## src/rtl/ps_bigreg_bank.sv

```systemverilog
// Bank of wide processor-written registers assembled from narrow MMIO word writes,
// committed per channel by a valid-index write. Optional readback ports: BIGREG_READBACK_EN.
module ps_bigreg_bank #(
  parameter int WORD_W   = 16,
  parameter int WORDS    = 16,
  parameter int CHANNELS = 3,
  parameter int ID_W     = 8,
  parameter int BASE_ID  = 1
) (
  input  logic                               clk,
  input  logic                               rst,
  input  logic                               wr_en,
  input  logic [ID_W-1:0]                    wr_id,
  input  logic [WORD_W-1:0]                  wr_data,
  output logic                               wr_resp_valid,
  output logic                               wr_hit,
  output logic [1:0]                         wr_resp,
  output logic [CHANNELS*WORDS*WORD_W-1:0]   out_data,
  output logic [CHANNELS-1:0]                out_valid,
  input  logic [CHANNELS-1:0]                out_ready,
  output logic [CHANNELS*WORDS-1:0]          fresh_mask
`ifdef BIGREG_READBACK_EN
  ,
  input  logic                               rd_en,
  input  logic [ID_W-1:0]                    rd_id,
  output logic [WORD_W-1:0]                  rd_data,
  output logic                               rd_hit
`endif
);

  localparam logic [1:0] RESP_OKAY   = 2'b00;
  localparam logic [1:0] RESP_SLVERR = 2'b10;

  logic [WORD_W-1:0]         staging_r [CHANNELS*WORDS];
  logic [CHANNELS*WORDS-1:0] fresh_r;
  logic [CHANNELS-1:0]       out_valid_r;

  logic [31:0]               id_ext_s;
  logic [CHANNELS-1:0]       in_ch_s;
  logic [31:0]               off_s [CHANNELS];
  logic [CHANNELS*WORDS-1:0] word_hit_s;
  logic [CHANNELS-1:0]       valid_hit_s;
  logic [CHANNELS-1:0]       commit_s;

  assign id_ext_s   = {{(32-ID_W){1'b0}}, wr_id};
  assign fresh_mask = fresh_r;
  assign out_valid  = out_valid_r;

  // Per-channel window bounds are elaboration-time constants; decode is subtract-and-compare.
  for (genvar c = 0; c < CHANNELS; c++) begin : g_dec
    localparam logic [31:0] LO = 32'(BASE_ID + c * (WORDS + 1));
    localparam logic [31:0] HI = LO + 32'(WORDS);
    assign in_ch_s[c]     = (id_ext_s >= LO) && (id_ext_s <= HI);
    assign off_s[c]       = id_ext_s - LO;
    assign valid_hit_s[c] = wr_en && in_ch_s[c] && (off_s[c] == 32'(WORDS));
    assign commit_s[c]    = valid_hit_s[c] && (&fresh_r[c*WORDS +: WORDS])
                            && (!out_valid_r[c] || out_ready[c]);
    for (genvar w = 0; w < WORDS; w++) begin : g_word
      assign word_hit_s[c*WORDS+w] = wr_en && in_ch_s[c] && (off_s[c] == 32'(w));
    end
  end

  // Staging words and their fresh bits.
  always_ff @(posedge clk or posedge rst) begin
    if (rst) begin
      for (int i = 0; i < CHANNELS*WORDS; i++) begin
        staging_r[i] <= '0;
      end
      fresh_r <= '0;
    end else begin
      for (int c = 0; c < CHANNELS; c++) begin
        for (int w = 0; w < WORDS; w++) begin
          if (word_hit_s[c*WORDS+w]) begin
            staging_r[c*WORDS+w] <= wr_data;
            fresh_r[c*WORDS+w]   <= 1'b1;
          end else if (commit_s[c]) begin
            fresh_r[c*WORDS+w]   <= 1'b0;
          end
        end
      end
    end
  end

  // Committed values and the per-channel valid/ready handshake; a commit wins over a consume.
  always_ff @(posedge clk or posedge rst) begin
    if (rst) begin
      out_data    <= '0;
      out_valid_r <= '0;
    end else begin
      for (int c = 0; c < CHANNELS; c++) begin
        if (commit_s[c]) begin
          for (int w = 0; w < WORDS; w++) begin
            out_data[(c*WORDS+w)*WORD_W +: WORD_W] <= staging_r[c*WORDS+w];
          end
          out_valid_r[c] <= 1'b1;
        end else if (out_valid_r[c] && out_ready[c]) begin
          out_valid_r[c] <= 1'b0;
        end
      end
    end
  end

  // Write response, one cycle after the strobe and idle otherwise.
  always_ff @(posedge clk or posedge rst) begin
    if (rst) begin
      wr_resp_valid <= 1'b0;
      wr_hit        <= 1'b0;
      wr_resp       <= RESP_OKAY;
    end else begin
      wr_resp_valid <= wr_en;
      wr_hit        <= wr_en && (|in_ch_s);
      wr_resp       <= (|(valid_hit_s & ~commit_s)) ? RESP_SLVERR : RESP_OKAY;
    end
  end

`ifdef BIGREG_READBACK_EN
  function automatic logic [6:0] popcount(input logic [WORDS-1:0] v);
    logic [6:0] n;
    n = 7'd0;
    for (int i = 0; i < WORDS; i++) begin
      n = n + {6'd0, v[i]};
    end
    return n;
  endfunction

  logic [31:0]               rd_ext_s;
  logic [CHANNELS-1:0]       rd_in_ch_s;
  logic [31:0]               rd_off_s [CHANNELS];
  logic [CHANNELS*WORDS-1:0] rd_word_hit_s;
  logic [CHANNELS-1:0]       rd_valid_hit_s;
  logic [WORD_W-1:0]         rd_sel_s;

  assign rd_ext_s = {{(32-ID_W){1'b0}}, rd_id};

  // Read-side decode mirrors the write windows.
  for (genvar c = 0; c < CHANNELS; c++) begin : g_rdec
    localparam logic [31:0] LO = 32'(BASE_ID + c * (WORDS + 1));
    localparam logic [31:0] HI = LO + 32'(WORDS);
    assign rd_in_ch_s[c]     = (rd_ext_s >= LO) && (rd_ext_s <= HI);
    assign rd_off_s[c]       = rd_ext_s - LO;
    assign rd_valid_hit_s[c] = rd_in_ch_s[c] && (rd_off_s[c] == 32'(WORDS));
    for (genvar w = 0; w < WORDS; w++) begin : g_rword
      assign rd_word_hit_s[c*WORDS+w] = rd_in_ch_s[c] && (rd_off_s[c] == 32'(w));
    end
  end

  // Read mux: staging word, or status word {out_valid, fresh popcount}.
  always_comb begin
    rd_sel_s = '0;
    for (int c = 0; c < CHANNELS; c++) begin
      for (int w = 0; w < WORDS; w++) begin
        if (rd_word_hit_s[c*WORDS+w]) begin
          rd_sel_s = staging_r[c*WORDS+w];
        end else begin
          rd_sel_s = rd_sel_s;
        end
      end
      if (rd_valid_hit_s[c]) begin
        rd_sel_s               = '0;
        rd_sel_s[WORD_W-2:0]   = (WORD_W-1)'(popcount(fresh_r[c*WORDS +: WORDS]));
        rd_sel_s[WORD_W-1]     = out_valid_r[c];
      end else begin
        rd_sel_s = rd_sel_s;
      end
    end
  end

  // Registered read response.
  always_ff @(posedge clk or posedge rst) begin
    if (rst) begin
      rd_data <= '0;
      rd_hit  <= 1'b0;
    end else if (rd_en && (|rd_in_ch_s)) begin
      rd_data <= rd_sel_s;
      rd_hit  <= 1'b1;
    end else begin
      rd_data <= '0;
      rd_hit  <= 1'b0;
    end
  end
`endif

endmodule

```

## config.mk

```make
export PLATFORM = sky130hd
export DESIGN_NAME = ps_bigreg_bank
export DESIGN_NICKNAME = d
export VERILOG_FILES = /design/src/rtl/ps_bigreg_bank.sv
export SDC_FILE = /design/constraint.sdc
export NUM_CORES = 2
export LEC_CHECK = 0
export ABC_AREA = 1
export ABC_CLOCK_PERIOD_IN_PS = 61400
export CAP_MARGIN = 20
export CORE_MARGIN = 4
export CORE_UTILIZATION = 50
export DETAILED_ROUTE_END_ITERATION = 8
export DONT_BUFFER_PORTS = 1
export HOLD_SLACK_MARGIN = 0.02
export PLACE_DENSITY_LB_ADDON = 0.1
export SETUP_SLACK_MARGIN = 0.02
export SYNTH_ARGS = -nofsm -noshare
export SYNTH_HDL_FRONTEND = slang
export SYNTH_SLANG_ARGS = --single-unit
```

## constraint.sdc

```tcl
create_clock -name clk -period 61.4 [get_ports clk]
set_clock_uncertainty 0.2 [all_clocks]
set_input_delay 12.28 -clock clk [delete_from_list [all_inputs] [get_ports clk]]
set_output_delay 12.28 -clock clk [all_outputs]
set_load 0.05 [all_outputs]
```

=== After elaboration in Yosys (flattened, before gate mapping) ===
Cells that the tools add are included.

* Bits in registers: 1591
* Logic and storage cells: 354

* $add $sub $neg: 3
* Magnitude comparators: 6
* Equal/unequal tests: 48
* Multiplexer cells: 58
* Bitwise operators: 2
* Reduce and logical (&&, ||, !) cells: 132

{| class="wikitable"
|+ Operators by type and width
! cell !! number
|-
| 32-bit by 4-bit equality test with 1-bit output, second input constant || 24
|-
| 32-bit by 3-bit equality test with 1-bit output, second input constant || 12
|-
| 32-bit by 2-bit equality test with 1-bit output, second input constant || 6
|-
| 2-bit nonzero test || 51
|-
| 32-bit by 1-bit equality test with 1-bit output, second input constant || 3
|-
| 32-bit by 5-bit equality test with 1-bit output, second input constant || 3
|-
| 32-bit logical NOT || 3
|-
| 1-bit logical AND || 67
|-
| 1-bit two-way mux || 57
|-
| 16-bit AND reduction || 3
|-
| 8-bit by 6-bit less-or-equal comparator with 1-bit output, second input constant || 2
|-
| 8-bit by 1-bit subtractor with 9-bit output, second input constant || 1
|-
| 8-bit by 5-bit subtractor with 9-bit output, second input constant || 1
|-
| 8-bit by 6-bit subtractor with 9-bit output, second input constant || 1
|-
| 8-bit by 1-bit >= comparator with 1-bit output, second input constant || 1
|-
| 8-bit by 5-bit >= comparator with 1-bit output, second input constant || 1
|-
| 8-bit by 6-bit >= comparator with 1-bit output, second input constant || 1
|-
| 8-bit by 5-bit less-or-equal comparator with 1-bit output, second input constant || 1
|-
| 3-bit OR reduction || 2
|-
| 3-bit AND || 1
|-
| 1-bit logical NOT || 3
|-
| 1-bit logical OR || 3
|-
| 3-bit NOT || 1
|-
| 2-bit two-way mux || 1
|}

=== Depth between registers and ports, before layout ===
* Word-level depth: 10
* Depth in mapped cells: 16
* Gate-level depth less buffers: 13

=== Worst setup path before layout ===
OpenSTA, ideal clock, no wires.

* Kind: input to register
* From: input wr_id[2]
* To: register out_data[404]
* Arrival: 14.008 ns
* Data required time: 61.081 ns
* Path slack: 47.073 ns
* Cell stages on the path: 16
* Buffers on the path: 3
* Cell sequence: inv_2 > ha_1 > inv_1 > nand2_1 > nand2_1 > nor2_2 > nand2_1 > nor2_4 > nand2_1 > nor2_4 > nand3_2 > buf_4 > buf_6 > buf_6 > nand2_1 > nand2_1

* Word-level cells in the longest chain between the ends: 6
* Elaborated cells on any way between the ends: 9
* Classes of those cells: 1 x add/sub; 2 x order compare; 1 x eq/ne; 5 x reduce/logical

{| class="wikitable"
|+ RTL lines
! item !! line !! source
|-
| start, declared || 13 || <nowiki>input logic [ID_W-1:0] wr_id,</nowiki>
|-
| parallel branches: the longest is 3 deep, another holds 8-bit by 5-bit subtractor with 9-bit output || - ||
|-
| 1-bit logical AND * || 55 || <nowiki>assign valid_hit_s[c] = wr_en && in_ch_s[c] && (off_s[c] == 32'(WORDS));</nowiki>
|-
| 1-bit logical AND * || 56 || <nowiki>assign commit_s[c] = valid_hit_s[c] && (&fresh_r[c*WORDS +: WORDS])</nowiki>
|-
| 1-bit logical AND * || 57 || <nowiki>&& (!out_valid_r[c] || out_ready[c]);</nowiki>
|-
| end signal, assigned by index || 93 || <nowiki>out_data[(c*WORDS+w)*WORD_W +: WORD_W] <= staging_r[c*WORDS+w];</nowiki>
|-
| end, declared || 18 || <nowiki>output logic [CHANNELS*WORDS*WORD_W-1:0] out_data,</nowiki>
|}

Mark *: on every way between the ends.
A chain may end at the register's enable or synchronous reset.

==> flow_summary.toml <==
[global_route]
grt_max_degree = 222
grt_util_met1_pct = 42.9
grt_use_total_pct = 32.2
grt_pass1_wl_mm = 322
grt_overflow = 0
top_usage_layer = "met2"
grt_pass1_vias = 46500
grt_util_met2_pct = 48.6
grtUsageMet3_pct = 12.1
antenna_found_initial = 4

[synthesis]
ys_seq_area_share_pct = 62.3
synth_warnings = 0
syn_area_per_cell_sq_um = 9.11
syn-num-nets = 7042
yosysTopAreaCellShare_pct = 62.3
synth_top_area_cell = "dfrtp_1"
ys_ff_latch = 1590
ys_types = 32
synth_area_leaders = "dfrtp_1, nand2_1, nand4_1"
synth_area_sq_um = 63800
syn_inst = 7009

[clocking]
root_buffer = "clkbuf_16"
cts.clk_slew.worst_paths_ns = 0.06
clkSinkCount = 1590
numCtsBuffers = 167
clock_latency_ns = 0.80
cts_hold_buf = 0
clock_path_buffers = 3
cts_tree = "yes"
cts_resized = 0
htree_levels = 4
postCtsSetupRepairBufs = 0

[timing]
max_freq_ghz = 0.0594
fin_crit_sh_pct = 27.4
setup_tns_ns = 0
maxSlewHeadroom_pct = 17.1
hold_violations = 0
drv_slew = 0
setup_violations = 0
fin_crit_ns = 16.82
rsz0062_at_grt = "false"
tightest_slew_ns = 1.24

[finish]
seq_area_sq_um = 39800
areaGrowthSynthToFinish_pct = 9.76
finish.net_count = 6730
fin_util_pct = 55.5
multi_input_area_sq_um = 20400
layout-drive-gt1-share_pct = 6.36
fillCellCount = 11400

[job]
drv_cap = 0

[worst_setup_path]
crit_slowest_cell = "buf_4"
end_kind = "asynchronous set/reset pin"
crit_type = "in -> async"
worst_path_largest_cell_delay_ns = 0.79
crit_family = "buffers and inverters"
cp.required_ns = 62.04
cp_common_cell = "buf_4"
worst_ep_arrival_time_ns = 17.47
cp_cell_sequence = "inv_8, buf_12, buf_4, buf_4, buf_4, buf_4, buf_4"
critPathMaxFanout = 161
path_buf_inv = 7
critPathLaunchType = "primary input"

[pwr]
power_mw = 2.21
p_leak_nw = 37.3
ir_worst_vdd_mv = 0.0274
powerDensity_nw_per_um2 = 31.5

[floorplanning]
die_area_sq_um = 133000
dieWidth_um = 365
die_y_um = 365
pin_count = 853
coreArea_sq_um = 126000
initial_core_util_pct = 50.6
std_cell_rows = 130

[worst_hold_path]
hp-class = "reg -> reg"

[outcome]
status = "finished, final reports clean"

[placed_design]
gp_congestion = 0.813
dpl.hpwl_mm = 129
io_buffers = 0

[route]
ant_nets = 0
drc_errors = 0
routedWlPerCell_um = 25.9
drt-total-wl_mm = 219
drt_iter0_markers = 5391
via_count = 49700
vias_per_cell = 5.87
first_pass_iters = 6
==> layer usage <==
layer	vias up	wire, um
met5	-	0
met4	0	8480
met3	357	23800
met2	2087	99600
met1	24900	87300
li1	22300	-
==> layout make-up <==
cell class / count / area share, %
diodes: 1 / 0.00357
clock buffers: 265 / 7.34
clock inverters: 30 / 0.539
inverters: 328 / 1.83
multi-input cells: 4509 / 29.1
flip-flops and latches: 1590 / 56.8
well taps: 1650 / 2.95
repair buffers: 101 / 1.46
==> cells in the mapped netlist (all sizes together) <==
cell    number
nand4      843
o21ai      357
nand3      287
dfrtp     1590
nor2       206
conb         1
xor2         5
o21bai       1
nor2b        1
clkinv       6
buf        215
ha           3
clkbuf     367
inv        322
nand3b       1
a21oi      130
nor3        10
nand2     2664
==> per-stage QoR <==
stage	hold slack [ns]	instance area [sq um]	worst slack, ns	std cells
after floorplan	0.242	63800	4.06	7009
after global placement	0.254	64200	43.54	8163
after detailed placement	0.258	64300	43.51	8167
after CTS	0.273	69800	44.36	8462
after global routing	0.287	70100	43.69	8473
final	0.271	70100	44.58	8474
==> report_power, final <==
part,switching (mW),total [mW],leakage [nW],internal [mW]
logic,0.0598,0.0796,13.1,0.0198
registers,0.0309,1.11,21.4,1.08
clock network,0.420,1.02,2.72,0.598
==> logic make-up after synthesis <==
kind of cell             after synthesis  share of synthesized area (%)
AO/OA/AOI/OAI                        488                           3.84
flip-flops                          1590                           62.3
buffers and inverters                910                           5.90
XOR/XNOR                               5                         0.0686
other                                  1                        0.00587
adder cells (fa/ha/maj)                3                         0.0588
AND/OR/NAND/NOR                     4012                           27.8
==> worst reg2reg max path, stage by stage (launching register included) <==
cell	delay, ns
dfrtp_1	0.74
nand2_1	0.14
nor2_1	0.23
nand3_1	0.36
inv_8	0.42
buf_16	0.45
nand3_4	0.80
buf_4	0.59
buf_4	0.54
nand2_1	0.20
nand2_1	0.06
==> cell usage in the layout (no fill, tap or decap), types with 3 or more instances in the layout <==
master,synthesis,routed
nand2_1,2656,2656
dfrtp_1,1590,1590
nand4_1,843,843
o21ai_0,356,356
inv_1,311,293
nand3_1,280,279
nor2_1,187,180
clkbuf_16,0,174
a21oi_1,129,129
buf_4,16,84
clkbuf_1,367,46
clkbuf_8,0,45
inv_2,11,27
clkinv_2,0,17
nor2_4,9,15
nor2_2,10,11
buf_12,0,8
buf_16,0,8
nand2_2,7,7
nor3_4,2,6
bufinv_16,0,6
nand3_2,6,5
inv_8,0,5
xor2_1,5,5
nor3_1,4,4
clkinv_8,0,4
nand3_4,1,3
inv_6,0,3
ha_1,3,3
==> flip-flops by register name, indices dropped and copies added (netlist names) <==
signal,flops
out_data,768
staging_r,768
fresh_mask,48
out_valid,3
wr_hit,1
wr_resp,1
wr_resp_valid,1
==> final timing paths <==
kind | endpoint | cells after the start | startpoint | slack, ns
min in group asynchronous | out_data[256] | 1 | rst | 11.29
max in group clk | out_data[331] | 16 | wr_id[2] | 45.03
hold reg to reg | staging_r[606] | 2 | staging_r[606] | 0.27
setup reg to reg | out_data[331] | 10 | fresh_mask[18] | 56.54
setup / recovery | out_data[612] | 7 | rst | 44.58
hold / removal | staging_r[606] | 2 | staging_r[606] | 0.27
No activity file was read; power rests on OpenSTA's default activity.
